`config.mk`:
```
export PLATFORM = sky130hd
export DESIGN_NAME = output_argmax
export DESIGN_NICKNAME = d
export VERILOG_FILES = /design/src/rtl/nn_pkg.sv /design/src/rtl/argmax_update.sv /design/src/rtl/output_argmax.sv
export SDC_FILE = /design/constraint.sdc
export NUM_CORES = 1
export LEC_CHECK = 0
export BUFFER_PORTS_ARGS = -buffer_cell sky130_fd_sc_hd__buf_2
export CAP_MARGIN = 20
export CORE_MARGIN = 2
export CORE_UTILIZATION = 44
export DETAILED_ROUTE_END_ITERATION = 7
export GPL_TIMING_DRIVEN = 0
export HOLD_SLACK_MARGIN = 0.06
export MAX_ROUTING_LAYER = met4
export PLACE_DENSITY_LB_ADDON = 0.3
export SLEW_MARGIN = 10
export SYNTH_ARGS = -nofsm -noshare
export SYNTH_HDL_FRONTEND = slang
export SYNTH_SLANG_ARGS = --single-unit
```
`constraint.sdc`:
```
create_clock -name clk -period 5.5 [get_ports clk]
set_input_delay 0.825 -clock clk [delete_from_list [all_inputs] [get_ports clk]]
set_output_delay 0.825 -clock clk [all_outputs]
set_load 0.01 [all_outputs]
```
`src/rtl/nn_pkg.sv`:
```
// Constants and types shared by the hidden layer, output layer and argmax stage.
// logit_at pulls one signed logit out of a packed logit vector.
package nn_pkg;

   localparam int DW        = 8;
   localparam int N_CLASSES = 10;

   typedef enum logic [1:0] {
      IDLE = 2'd0,
      SCAN = 2'd1,
      DONE = 2'd2
   } argmax_state_t;

   function automatic logic signed [DW-1:0] logit_at(input logic [N_CLASSES*DW-1:0] vec,
                                                     input int                      i);
      return $signed(vec[i*DW +: DW]);
   endfunction

endpackage

```
`src/rtl/argmax_update.sv`:
```
// One step of the running argmax: folds logit x (at index i) into the
// current best/second/idx. Strict > on best keeps the lowest index on ties.
module argmax_update #(
   parameter int DW = 8,
   parameter int IW = 4
) (
   input  logic signed [DW-1:0] x,
   input  logic signed [DW-1:0] best,
   input  logic signed [DW-1:0] second,
   input  logic        [IW-1:0] idx,
   input  logic        [IW-1:0] i,
   output logic signed [DW-1:0] best_next,
   output logic signed [DW-1:0] second_next,
   output logic        [IW-1:0] idx_next
);

   always_comb begin
      best_next   = best;
      second_next = second;
      idx_next    = idx;
      if (x > best) begin
         second_next = best;
         best_next   = x;
         idx_next    = i;
      end else if (x > second) begin
         // x == best lands here, so a tie drives the margin to zero
         second_next = x;
      end
   end

endmodule

```
`src/rtl/output_argmax.sv`:
```
// Final classification stage: captures the packed logits on the rising edge of
// layer_done, scans one logit per cycle and registers class, max, margin, low_conf.
module output_argmax
   import nn_pkg::argmax_state_t, nn_pkg::IDLE, nn_pkg::SCAN, nn_pkg::DONE;
#(
   parameter int N_CLASSES     = nn_pkg::N_CLASSES,
   parameter int DW            = nn_pkg::DW,
   parameter int MARGIN_THRESH = 4
) (
   input  logic                    clk,
   input  logic                    rst_n,
   input  logic                    layer_done,
   input  logic [N_CLASSES*DW-1:0] logits,
   output logic                    busy,
   output logic                    valid,
   output logic [3:0]              class_idx,
   output logic signed [DW-1:0]    max_val,
   output logic [DW:0]             margin,
   output logic                    low_conf
);

   localparam logic [3:0]          LAST_IDX = 4'(N_CLASSES - 1);
   localparam logic [DW:0]         THRESH   = MARGIN_THRESH[DW:0];
   localparam logic signed [DW-1:0] MOST_NEG = {1'b1, {(DW-1){1'b0}}};

   argmax_state_t          state_reg;
   logic                   layer_done_q;
   logic signed [DW-1:0]   lreg_reg [N_CLASSES];
   logic signed [DW-1:0]   cap      [N_CLASSES];
   logic signed [DW-1:0]   best_reg, second_reg;
   logic        [3:0]      idx_reg, i_reg;
   logic signed [DW-1:0]   x, best_next, second_next;
   logic        [3:0]      idx_next;
   logic        [DW:0]     margin_next;
   logic                   start;

   genvar gi;
   generate
      for (gi = 0; gi < N_CLASSES; gi++) begin : g_cap
         assign cap[gi] = $signed(logits[gi*DW +: DW]);
      end
   endgenerate

   assign start = layer_done && !layer_done_q;
   assign busy  = (state_reg == SCAN);
   assign x     = lreg_reg[i_reg];

   argmax_update #(
      .DW (DW),
      .IW (4)
   ) u_update (
      .x           (x),
      .best        (best_reg),
      .second      (second_reg),
      .idx         (idx_reg),
      .i           (i_reg),
      .best_next   (best_next),
      .second_next (second_next),
      .idx_next    (idx_next)
   );

   // One extra bit so 127 - (-128) = 255 cannot wrap
   assign margin_next = {best_next[DW-1], best_next} - {second_next[DW-1], second_next};

   always_ff @(posedge clk or negedge rst_n) begin
      if (!rst_n) begin
         state_reg    <= IDLE;
         layer_done_q <= 1'b0;
         best_reg     <= '0;
         second_reg   <= '0;
         idx_reg      <= '0;
         i_reg        <= '0;
         valid        <= 1'b0;
         class_idx    <= '0;
         max_val      <= '0;
         margin       <= '0;
         low_conf     <= 1'b0;
         for (int k = 0; k < N_CLASSES; k++) lreg_reg[k] <= '0;
      end else begin
         layer_done_q <= layer_done;
         unique case (state_reg)
            IDLE, DONE: begin
               if (start) begin
                  for (int k = 0; k < N_CLASSES; k++) lreg_reg[k] <= cap[k];
                  best_reg   <= cap[0];
                  second_reg <= MOST_NEG;
                  idx_reg    <= '0;
                  i_reg      <= 4'd1;
                  valid      <= 1'b0;
                  low_conf   <= 1'b0;
                  state_reg  <= SCAN;
               end
            end
            SCAN: begin
               best_reg   <= best_next;
               second_reg <= second_next;
               idx_reg    <= idx_next;
               i_reg      <= i_reg + 4'd1;
               // Final logit: publish the folded result on the same edge
               if (i_reg == LAST_IDX) begin
                  state_reg <= DONE;
                  valid     <= 1'b1;
                  class_idx <= idx_next;
                  max_val   <= best_next;
                  margin    <= margin_next;
                  low_conf  <= (margin_next < THRESH);
               end
            end
            default: state_reg <= IDLE;
         endcase
      end
   end

endmodule

```
; ---- Word level (Yosys, flattened, before mapping)
; Cells that the tools add are included.
[classes]
n_addsub = 2
order_cmp = 4
eq_ne = 5
muxes = 23
bitwise = 1
n_reduce_logical = 10
[op_table]
columns = op, n
row1 = $mux W8, 7
row2 = $bmux W8 S4, 1
row3 = $pmux W8 S2, 2
row4 = $gt A8 B8 Y1, 2
row5 = $pmux W4 S2, 2
row6 = $mux W4, 3
row7 = $lt A9 B3 Y1 const B, 1
row8 = $sub A8 B8 Y9, 1
row9 = $reduce_and A2 Y1, 4
row10 = $ge A5 B5 Y1 const B, 1
row11 = $not A4 Y5, 1
row12 = $add A4 B1 Y4 const B, 1
row13 = $eq A4 B4 Y1 const B, 1
row14 = $mux W2, 2
row15 = $pmux W1 S2, 2
row16 = $pmux W2 S2, 1
row17 = $mux W1, 3
row18 = $reduce_and A3 Y1, 1
row19 = $eq A2 B1 Y1 const B, 1
row20 = $eq A2 B2 Y1 const B, 1
row21 = $logic_not A2 Y1, 1
row22 = $ne A2 B1 Y1 const B, 1
row23 = $ne A2 B2 Y1 const B, 1
row24 = $reduce_bool A2 Y1, 1
row25 = 3 further kinds, 3
[word_totals]
register_bits = 130
inputBits = 83
output_inout_bits = 24
word_cells = 66

; ---- Depth between registers and ports, before layout
; Gate-level depths: netlist of run 1.
[logic_depth]
word_depth = 11
mapped_depth = 28
depth_no_buf = 23

; ---- Cells and area by module
; From an unflattened synthesis of run 1, not the netlist that was laid out.
[hier_totals]
hier_cells = 710
area_unflattened_um2 = 6655.1
[by_module_without_submodules]
columns = module, n_inst, cells_each, area_each_um2, seq_area_each_um2
row1 = output_argmax, 1, 625, 5923.2, 3253.1
row2 = argmax_update, 1, 85, 732.0, 0.0

; ---- Worst setup path after synthesis of run 1
; OpenSTA, ideal clock, no wires.
[synth_path]
path_kind = flip-flop to flip-flop
start = register i_reg[0]
end = register low_conf
setup_time_ns = 0.092
arrival_ns = 5.235
required_ns = 5.408
path_slack_ns = 0.173
path_stages_with_launch = 26
n_path_buf = 5
period_less_slack_ns = 5.327
cell_sequence = dfrtp_1 buf_6 buf_8 buf_2 mux4_2 a211oi_1 a21oi_1 ha_1 and4_1 nand4_2 a21oi_2 and2_1 buf_6 clkbuf_1 nor2_1 a21oi_1 ha_1 a21oi_1 nor2_1 a21oi_1 o22ai_1 a31oi_4 o31a_4 xnor2_1 or3_1 o31ai_2
[synth_via]
word_cells_on_any_way = 16
cone_classes = add/sub (1) / order compare (3) / eq/ne (2) / mux (8) / bitwise (1) / reduce/logical (1)
[synth_rtl]
columns = element, line_no
row1 = start: declaration, output_argmax.sv:31  ; logic [3:0] idx_reg, i_reg;
row2 = start signal: assignment, output_argmax.sv:98  ; i_reg <= i_reg + 4'd1;
row3 = $not A4 Y5 (implied by the code) (*), output_argmax.sv:46  ; assign x = lreg_reg[i_reg];
row4 = $bmux W8 S4 (*), output_argmax.sv:46
row5 = $mux W8 (implied by the code) (*) (2 in series), output_argmax.sv:46
row6 = $gt A8 B8 Y1, argmax_update.sv:21  ; if (x > best) begin
row7 = $mux W8 (*), argmax_update.sv:21
row8 = via best_next[1], output_argmax.sv:32  ; logic signed [DW-1:0] x, best_next, second_next;
row9 = $sub A8 B8 Y9 (*), output_argmax.sv:63  ; assign margin_next = {best_next[DW-1], best_next} - {second_next[DW-1], second_next};
row10 = $lt A9 B3 Y1 (*), output_argmax.sv:106  ; low_conf <= (margin_next < THRESH);
row11 = $mux W1 (*), output_argmax.sv:100  ; if (i_reg == LAST_IDX) begin
row12 = $pmux W1 S2 (*), output_argmax.sv:81  ; unique case (state_reg)
row13 = end signal: assignment, output_argmax.sv:106
row14 = end: declaration, output_argmax.sv:19  ; output logic low_conf
; Mark *: on every way through the listed nets, which the timed path passes. The rest lies on a longest branch. The select of a mux whose other input is x is not followed.
; A chain may end at the register's enable or synchronous reset.

; ---- Worst setup path after layout of run 1
; Same ends and word-level chain as after synthesis.

==> results of run 1 <==
[layer usage]
metal	track usage [%]	share of wire (%)
met1	32.30	45
met3	5.364	5.9
met2	38.06	47
met4	7.864	2.3
met5	-	0
[through the flow]
stage	util (%)	hold slack [ps]
after floorplan	-	440.3
after global placement	50.21	453.2
after detailed placement	50.47	458.6
after CTS	55.27	418.3
after global routing	57.05	444.2
final	57.05	393.4
[worst max-delay path by stage]
stage / from / to / slack [ps] / cells past startpoint
2_1_floorplan: i_reg[0] / low_conf / 170 / 25
3_3_place_gp: i_reg[0] / low_conf / -1100 / 27
3_5_place_dp: i_reg[0] / low_conf / -1160 / 28
4_1_cts: i_reg[0] / low_conf / 5 / 25
5_1_grt: i_reg[0] / low_conf / -30 / 25
6_report: i_reg[0] / low_conf / 170 / 27
[final cells by class]
class	instances	area (µm²)
clock inverter	12	106.4
timing repair buffer	133	772.0
buffer	44	270.3
tap	188	235.2
fill	1361	6529
multi-input combinational	571	3486
inverter	25	93.84
sequential	130	3253
clock buffer	20	456.7
[critical path, stage by stage (launching register included)]
cell	delay [ps]
dfrtp_1	410
buf_6	140
buf_12	140
buf_12	150
buf_4	130
mux4_2	330
a21oi_1	80
o21ai_2	240
inv_1	90
ha_1	290
and4_4	240
nand4_4	140
a21oi_4	270
and2_4	190
buf_6	140
buf_8	120
nor2_1	50
a21oi_2	260
ha_1	300
a21oi_2	140
nor2_1	70
a21oi_2	150
o22ai_2	110
a31oi_4	230
xnor2_2	150
nand4_1	110
or3_1	400
o31ai_2	170
[kinds of logic (layout without fill, tap and decap cells)]
family | count (synthesis) | in the layout | share of synthesized area [%]
buffers and inverters | 69 | 234 | 4.445
xor gates and xnor gates | 11 | 11 | 1.403
muxes | 37 | 37 | 7.251
DFF | 130 | 130 | 47.37
and+or+nand+nor | 384 | 384 | 22.52
adders and majority gates | 25 | 25 | 4.628
AOI/OAI and AO/OA | 114 | 114 | 12.39
[repair_timing]
item                       CTS  global route
hold buffers                 0             0
setup endpoints to repair    8             4
pin swaps                    3            18
setup buffers                7            19
gates resized for setup     30            31
[cells in the final DEF, fill, tap and decap left out, types with 3 or more instances in the layout]
cell and instances:
a22o_1 4, clkbuf_2 3, buf_6 7, o21a_1 3, mux2i_1 21, a221o_1 4
buf_12 3, mux4_2 10, nand3_1 14, a211oi_2 5, inv_1 23, clkbuf_16 17
o21ai_0 22, xnor2_1 7, buf_2 106, mux2i_4 3, o221ai_2 3, nor2_1 47
clkinvlp_4 4, nand2_1 295, a211o_1 3, a21oi_1 20, a21oi_2 9, o211ai_1 4
nand2b_1 5, buf_4 25, nor3_1 3, dfrtp_1 130, a211oi_1 5, a31oi_1 3
clkinv_2 4, ha_1 22, o21ai_2 3, clkbuf_1 31
==> results by group, run 1 <==
Outcome
  – Status: finished clean

Yosys
  – Synth Warn #: 0
  – Post-synth ARST share: 100.0%
  – Largest cells by area after synthesis: dfrtp_1 (47%), nand2_1 (16%), ha_1 (4.2%), mux2i_1 (3.6%), mux4_2 (3.3%)
  – Part of the Yosys area used for sequential elements: 47.37%
  – Cell count after synthesis: 770
  – Count of different cell masters after synthesis: 64
  – Syn Area/Cell: 8.919 µm²
  – Synthesis-stage register bit count: 130
  – Mapped Area: 6868 µm²
  – Post-synth EDFFs: 0
  – Top cells by count, synth: nand2_1 (296), dfrtp_1 (130), nor2_1 (48)
  – Synthesized net count: 877
  – Synth top area share: 47.37%
  – Post-synth top area cell: dfrtp_1
  – Most frequent cell after synthesis: nand2_1
  – Top_reg_cell synth: dfrtp_1

Timing
  – FMAX: 0.1875 GHz
  – Slew of the pin with the lowest slew margin: 899.2 ps
  – Final Slew Violations: 0
  – Layout Skew: 16.43 ps
  – Final setup violation count: 0
  – Worst setup margin: 167.5 ps
  – Post-route setup TNS: 0 ps
  – Min Tclk post-route: 5333 ps
  – Slew margin rel.: 39.42%
  – Fin crit share: 96.95%
  – Hold Fails Final Rpt: 0

Placement
  – Post-place setup slack: -1165 ps
  – Placed cell count: 1065
  – I/O Buffers: 106
  – Area after DPL: 7672 µm²
  – Post-DP HPWL: 13.47 mm
  – GP Congestion: 0.9275

Finish
  – # diodes: 0
  – Fin cells: 1123
  – Largest register FFs: 80
  – Layout cells sized above 1: 25.78%
  – Finished Cell Area: 8673 µm²
  – Area Overhead vs Synth: 26.29%
  – Nets: 1029

Clock tree
  – Clk root buf: clkbuf_16
  – Clock Sinks: 130
  – CTS Buffer Depth: 2
  – Clock transition at the registers of the reported paths: 60 ps
  – Clock Latency Late Sink: 440 ps
  – TritonCTS clock tree: yes
  – H-tree depth: 4
  – Cts bufs inserted: 17

GRT
  – Initial antenna violation count: 0
  – Gr ovfl total: 0
  – Global Route Usage Sum: 24.55%
  – Vias in the first global route: 5827
  – First-pass GRT wire length: 30.00 mm
  – Largest net degree at the start of global routing: 67

Route
  – Drt via density: 5.379
  – Via Count: 6041
  – DRC viols: 0
  – DR iter-0 viols: 550
  – DR pass1 iterations: 5
  – Drt wl/cell: 17.02 µm
  – Final wirelength: 19.11 mm
  – Post-route ant nets: 0

Critical path
  – CP startpoint kind: register
  – CP Class: reg2reg
  – Worst reg2reg path endpoint: low_conf
  – WP data required: 5840 ps
  – CP max FO: 10
  – R2r worst-path depth: 27
  – Worst R2R Setup Slack: 170 ps
  – Crit. End Element: register
  – Worst EP arrival: 5680 ps
  – FF-to-FF Start: i_reg[0]

Die
  – Die height: 128.9 µm
  – # rows: 45
  – I/O pin count: 107
  – Die X: 128.9 µm
  – Core Area: 15200 µm²
  – Die area: 16620 µm²
  – Initial Util: 45.18%

Flow run
  – # Max-Cap Violations: 0

Hold path
  – HP Class: in2async
Power of run 1 is left out: the tool's default activity adds up to more than one toggle a clock period on the data nets, which glitch-free logic cannot reach.
==> run 2: changes to the inputs <==
--- a/config.mk
+++ b/config.mk
@@ -5,9 +5,10 @@
 export SDC_FILE = /design/constraint.sdc
 export NUM_CORES = 1
 export LEC_CHECK = 0
+export ABC_AREA = 1
 export BUFFER_PORTS_ARGS = -buffer_cell sky130_fd_sc_hd__buf_2
 export CAP_MARGIN = 20
-export CORE_MARGIN = 2
+export CORE_MARGIN = 1
 export CORE_UTILIZATION = 44
 export DETAILED_ROUTE_END_ITERATION = 7
 export GPL_TIMING_DRIVEN = 0
==> run 2 against run 1 <==
Effect of this change: count of clock-buffer cells in the layout down 2; synthesized cell count up 18%; register-to-register slack better by 160 ps; cell count up 12%; non-clock buffer count down 24; core utilization down 2.4 points; sequential cell count unchanged; first-iteration DRC count down 8.2%; setup slack better by 160 ps; wire length up 0.17%; worst hold slack worse by 39 ps; via count up 5.7%; critical path type unchanged; critical endpoint unchanged.
==> results by group, run 2 <==
Critical path
  – Worst R2R Setup Slack: 330 ps (was 170 ps)
  – WP data required: 5860 ps (was 5840 ps)
  – CP max FO: 10 (unchanged)
  – Worst EP arrival: 5530 ps (was 5680 ps)
  – Most Frequent Cell on Critical Path: nand2_1 (was a21oi_2)
  – CP startpoint kind: register (unchanged)
  – Crit. End Element: register (unchanged)
  – Critical-path cell with the highest stage delay: dfrtp_1 (unchanged)
  – R2r worst-path depth: 35 (was 27)
  – FF-to-FF Start: i_reg[0] (unchanged)
  – Delay of the slowest critical-path stage: 410 ps (about the same)
  – CP Class: reg2reg (unchanged)
  – Worst reg2reg path endpoint: low_conf (unchanged)

Yosys
  – Syn Area/Cell: 7.689 µm² (was 8.919 µm²)
  – Top cells by count, synth: nand2_1 (376), dfrtp_1 (130), o21ai_0 (69) (was nand2_1 (296), dfrtp_1 (130), nor2_1 (48))
  – Mapped Area: 6997 µm² (was 6868 µm²)
  – Post-synth EDFFs: 0 (unchanged)
  – Top_reg_cell synth: dfrtp_1 (unchanged)
  – Synth top area share: 46.49% (was 47.37%)
  – Most frequent cell after synthesis: nand2_1 (unchanged)
  – Synthesis-stage register bit count: 130 (unchanged)
  – Synth Warn #: 0 (unchanged)
  – Part of the Yosys area used for sequential elements: 46.49% (was 47.37%)
  – Largest cells by area after synthesis: dfrtp_1 (46%), nand2_1 (20%), o21ai_0 (4.9%), ha_1 (4.1%), inv_1 (3.6%) (was dfrtp_1 (47%), nand2_1 (16%), ha_1 (4.2%), mux2i_1 (3.6%), mux4_2 (3.3%))
  – Post-synth ARST share: 100.0% (unchanged)
  – Cell count after synthesis: 910 (was 770)
  – Count of different cell masters after synthesis: 39 (was 64)
  – Synthesized net count: 1017 (was 877)
  – Post-synth top area cell: dfrtp_1 (unchanged)

Clock tree
  – Clock Sinks: 130 (unchanged)
  – TritonCTS clock tree: yes (unchanged)
  – Clock Latency Late Sink: 430 ps (was 440 ps)
  – Clock transition at the registers of the reported paths: 60 ps (about the same)
  – H-tree depth: 4 (unchanged)
  – Clk root buf: clkbuf_16 (unchanged)
  – CTS Buffer Depth: 2 (unchanged)
  – Cts bufs inserted: 17 (unchanged)

Route
  – Post-route ant nets: 0 (unchanged)
  – DR iter-0 viols: 505 (was 550)
  – Met3 routed WL: 1.067 mm (was 1.122 mm)
  – Drt wl/cell: 15.20 µm (was 17.02 µm)
  – Wire length on met2: 8.880 mm (was 8.922 mm)
  – WL met1: 8.722 mm (was 8.622 mm)
  – Final wirelength: 19.15 mm (was 19.11 mm)
  – Via Count: 6386 (was 6041)
  – Drt via density: 5.068 (was 5.379)
  – Max layer used: met4 (unchanged)
  – DRC viols: 0 (unchanged)
  – DR pass1 iterations: 5 (unchanged)

Hold path
  – HP Class: in2async (unchanged)

Finish
  – Largest register FFs: 80 (unchanged)
  – Layout cells sized above 1: 19.35% (was 25.78%)
  – # diodes: 0 (unchanged)
  – Utilization after layout: 54.68% (was 57.05%)
  – Commonest non-fill, non-tap cell in the layout: nand2_1 (unchanged)
  – Area Overhead vs Synth: 20.14% (was 26.29%)
  – Nets: 1143 (was 1029)
  – Most frequent cells in the layout: nand2_1 (376), dfrtp_1 (130), buf_2 (107) (was nand2_1 (295), dfrtp_1 (130), buf_2 (106))

Die
  – # rows: 45 (unchanged)
  – I/O pin count: 107 (unchanged)
  – Die X: 128.1 µm (was 128.9 µm)
  – Die height: 128.1 µm (was 128.9 µm)
  – Initial Util: 45.52% (was 45.18%)
  – Core Area: 15370 µm² (was 15200 µm²)
  – Die area: 16410 µm² (was 16620 µm²)

Timing
  – Hold Fails Final Rpt: 0 (unchanged)
  – Hold WS: 354.3 ps (was 393.4 ps)
  – FMAX: 0.1935 GHz (was 0.1875 GHz)
  – Fin crit share: 93.97% (was 96.95%)
  – Final Slew Violations: 0 (unchanged)
  – Post-route setup TNS: 0 ps (unchanged)
  – Final setup violation count: 0 (unchanged)
  – Slew margin rel.: 49.58% (was 39.42%)
  – Slew of the pin with the lowest slew margin: 753.5 ps (was 899.2 ps)
  – Min Tclk post-route: 5169 ps (was 5333 ps)
  – Layout Skew: 12.57 ps (was 16.43 ps)

GRT
  – First-pass GRT wire length: 31.17 mm (was 30.00 mm)
  – Initial antenna violation count: 0 (unchanged)
  – Largest net degree at the start of global routing: 80 (was 67)
  – Gr ovfl total: 0 (unchanged)
  – Global Route Usage Sum: 25.91% (was 24.55%)
  – Vias in the first global route: 6126 (was 5827)

Placement
  – GP Congestion: 0.9402 (was 0.9275)
  – Post-DP HPWL: 14.04 mm (was 13.47 mm)
  – I/O Buffers: 106 (unchanged)

Outcome
  – Status: finished clean (unchanged)

Flow run
  – # Max-Cap Violations: 0 (unchanged)
## run 2: final cells by class
cell class | count | area [µm²]
Clock inverter | 14 | 127.6
Inverter | 76 | 285.3
Sequential cell | 130 | 3253
Buffer | 46 | 240.2
Clock buffer | 18 | 439.2
Multi-Input combinational cell | 658 | 3232
Fill cell | 1478 | 6965
Timing Repair Buffer | 107 | 564.3
Tap cell | 211 | 264.0
## run 2: stage by stage
stage | instances | worst slack, ps | cell area [µm²]
global route | 1260 | -0.9912 | 8406
finish | 1260 | 331.4 | 8406
global placement | 1227 | 136.5 | 7791
detailed placement | 1228 | 104.3 | 7825
CTS | 1260 | 77.38 | 8392
floorplan | 910 | 1340 | 6997
## run 2: worst max-delay path: cells and delay by family (launching register included)
family | cells | cell delay [ps]
and+or+nand+nor | 17 | 1550
buffers and inverters | 9 | 1340
AOI/OAI and AO/OA | 6 | 910
adders and majority gates | 3 | 880
DFF | 1 | 410
## run 2: metal layers
layer | vias to the layer above | global-route usage (%)
met2 | 222 | 39.99
met3 | 38 | 4.215
li1 | 3172 | -
met5 | - | -
met4 | 0 | 10.45
met1 | 2954 | 34.05
## run 2: timing repair
action	4_1_cts	5_1_grt
hold buffers	0	0
endpoints found under the setup margin	0	5
endpoints found under the hold margin	0	0
resized for setup	0	15
buffers inserted	0	0
## run 2: cells by family (layout without fill, tap and decap cells)
family	Yosys count	after routing	synth area share (%)
buffers and inverters	122	261	7.367
flip-flops	130	130	46.49
AND/OR/NAND/NOR	495	495	29.72
AO/OA/AOI/OAI	138	138	11.89
XOR/XNOR	1	1	0.1252
adder cells (fa/ha/maj)	24	24	4.399
## run 2: worst max path at each step
stage             start       end  slack, ps  cells past startpoint
2_1_floorplan  i_reg[0]  low_conf       1340                     32
3_3_place_gp   i_reg[0]  low_conf        140                     33
3_5_place_dp   i_reg[0]  low_conf        100                     31
4_1_cts        i_reg[0]  low_conf         80                     33
5_1_grt        i_reg[0]  low_conf         -1                     35
6_report       i_reg[0]  low_conf        330                     35
Power of run 2 is left out for the same reason.
==> run 3: changes to the inputs <==
==> constraint.sdc (replaced) <==
create_clock -name clk -period 4.5 [get_ports clk]
set_input_delay 0.675 -clock clk [delete_from_list [all_inputs] [get_ports clk]]
set_output_delay 0.675 -clock clk [all_outputs]
set_load 0.01 [all_outputs]
==> run 3 against run 2 <==
Effect of this change: sequential cell count is the same; highest routed layer unchanged; global-route usage rose by 0.53 points; critical endpoint is now margin[4]; die area unchanged.
==> results by group, run 3 (synthesized netlist as in run 2, its figures left out) <==
Outcome
  – Status: finished clean (unchanged)

Clock tree
  – Clk root buf: clkbuf_16 (unchanged)
  – Clock transition at the registers of the reported paths: 70 ps (was 60 ps)
  – Clock Latency Late Sink: 440 ps (was 430 ps)
  – CTS Buffer Depth: 2 (unchanged)
  – TritonCTS clock tree: yes (unchanged)
  – Clock Sinks: 130 (unchanged)
  – Cts bufs inserted: 17 (unchanged)
  – H-tree depth: 4 (unchanged)

Finish
  – Layout cells sized above 1: 24.02% (was 19.35%)
  – Filler cell count: 1414 (was 1478)
  – Largest register FFs: 80 (unchanged)
  – Finished Cell Area: 8828 µm² (was 8406 µm²)
  – Fin cells: 1285 (was 1260)
  – Area Overhead vs Synth: 26.18% (was 20.14%)
  – Most frequent cells in the layout: nand2_1 (373), dfrtp_1 (129), buf_2 (105) (was nand2_1 (376), dfrtp_1 (130), buf_2 (107))
  – # diodes: 0 (unchanged)
  – Commonest non-fill, non-tap cell in the layout: nand2_1 (unchanged)
  – Nets: 1168 (was 1143)

Route
  – Met3 routed WL: 1.059 mm (was 1.067 mm)
  – Post-route ant nets: 0 (unchanged)
  – Max layer used: met4 (unchanged)
  – DRC viols: 0 (unchanged)
  – Via Count: 6578 (was 6386)
  – DR pass1 iterations: 5 (unchanged)
  – Wire length on met2: 9.374 mm (was 8.880 mm)
  – Drt wl/cell: 15.48 µm (was 15.20 µm)
  – Drt via density: 5.119 (was 5.068)
  – WL met1: 8.934 mm (was 8.722 mm)
  – Final wirelength: 19.90 mm (was 19.15 mm)
  – DR iter-0 viols: 572 (was 505)

Timing
  – Post-route setup TNS: 0 ps (unchanged)
  – Fin crit share: 98.09% (was 93.97%)
  – FMAX: 0.2265 GHz (was 0.1935 GHz)
  – Min Tclk post-route: 4414 ps (was 5169 ps)
  – Final setup violation count: 0 (unchanged)
  – Layout Skew: 14.48 ps (was 12.57 ps)
  – Slew of the pin with the lowest slew margin: 743.6 ps (was 753.5 ps)
  – Final Slew Violations: 0 (unchanged)
  – Slew margin rel.: 50.25% (was 49.58%)
  – Hold Fails Final Rpt: 0 (unchanged)

Die
  – Die height: 128.1 µm (unchanged)
  – Die area: 16410 µm² (unchanged)
  – # rows: 45 (unchanged)
  – I/O pin count: 107 (unchanged)
  – Initial Util: 45.52% (unchanged)
  – Die X: 128.1 µm (unchanged)
  – Core Area: 15370 µm² (unchanged)

GRT
  – Initial antenna violation count: 0 (unchanged)
  – First-pass GRT wire length: 31.75 mm (was 31.17 mm)
  – Largest net degree at the start of global routing: 80 (unchanged)
  – Gr ovfl total: 0 (unchanged)
  – Global Route Usage Sum: 26.43% (was 25.91%)
  – Vias in the first global route: 6261 (was 6126)

Hold path
  – HP Class: in2async (unchanged)

Placement
  – I/O Buffers: 106 (unchanged)
  – GP Congestion: 0.9402 (unchanged)
  – Area after DPL: 7825 µm² (unchanged)
  – Placed cell count: 1228 (unchanged)
  – Post-DP HPWL: 14.04 mm (unchanged)

Critical path
  – Crit. End Element: register (unchanged)
  – CP max FO: 11 (was 10)
  – WP data required: 4850 ps (was 5860 ps)
  – Worst EP arrival: 4760 ps (was 5530 ps)
  – CP startpoint kind: register (unchanged)
  – Delay of the slowest critical-path stage: 390 ps (was 410 ps)
  – Critical-path cell with the highest stage delay: dfrtp_1 (unchanged)
  – CP Class: reg2reg (unchanged)

Flow run
  – # Max-Cap Violations: 0 (unchanged)
## run 3: changes by cell type in the layout (fill, tap and decap cells not counted), sizes merged
cell / before / now
clkbuf: 49 / 44
buf: 122 / 152
## run 3: through the flow
| step | hold WS, ps | setup slack (ps) | utilization, % |
|---|---|---|---|
| finish | 199.2 | 85.81 | 57.44 |
| global placement | 448.2 | -863.5 | 50.69 |
| detailed placement | 456.4 | -895.7 | 50.91 |
| global route | 237.3 | -104.2 | 57.44 |
| floorplan | 379.4 | 339.6 | - |
| CTS | 214.1 | 11.48 | 56.24 |
## run 3: final timing paths
check	from	end	slack, ps	depth (start not counted)
hold / removal	rst_n	max_val[4]	200	1
min in group clk	layer_done	layer_done_q	370	1
setup reg to reg	i_reg[0]	margin[4]	90	28
hold reg to reg	valid	valid	470	2
max in group asynchronous	rst_n	lreg_reg[13]	3550	2
setup / recovery	i_reg[0]	margin[4]	90	28
## run 3: layout make-up
type | instances | area (µm²) | area share [%]
buffer | 42 | 286.5 | 3.245
clock buffer | 18 | 439.2 | 4.974
clock inverter | 14 | 127.6 | 1.446
inverter | 76 | 290.3 | 3.288
multi-input combinational | 658 | 3385 | 38.34
sequential | 130 | 3254 | 36.86
tap | 211 | 264.0 | 2.990
timing repair buffer | 136 | 782.0 | 8.858
## run 3: worst max-delay path: cells and delay by family, from the launching register on
family                   cells  cell delay (ps)
AND/OR/NAND/NOR              9              890
flip-flops                   1              390
buffers and inverters       10             1400
AO/OA/AOI/OAI                7              940
adder cells (fa/ha/maj)      2              690
## run 3: repair_timing
action,in CTS,in global routing
hold buffers,0,0
setup buffers,15,14
endpoints found under the setup margin,9,5
resized for setup,44,38
hold endpoints to repair,0,0
pin swaps,14,22
## run 3: routing by layer
metal | global-route usage, % | up-vias
li1 | - | 3229
met1 | 34.28 | 3060
met2 | 41.34 | 241
met3 | 4.716 | 48
met4 | 10.03 | 0
met5 | - | -
Power of run 3 is left out for the same reason.
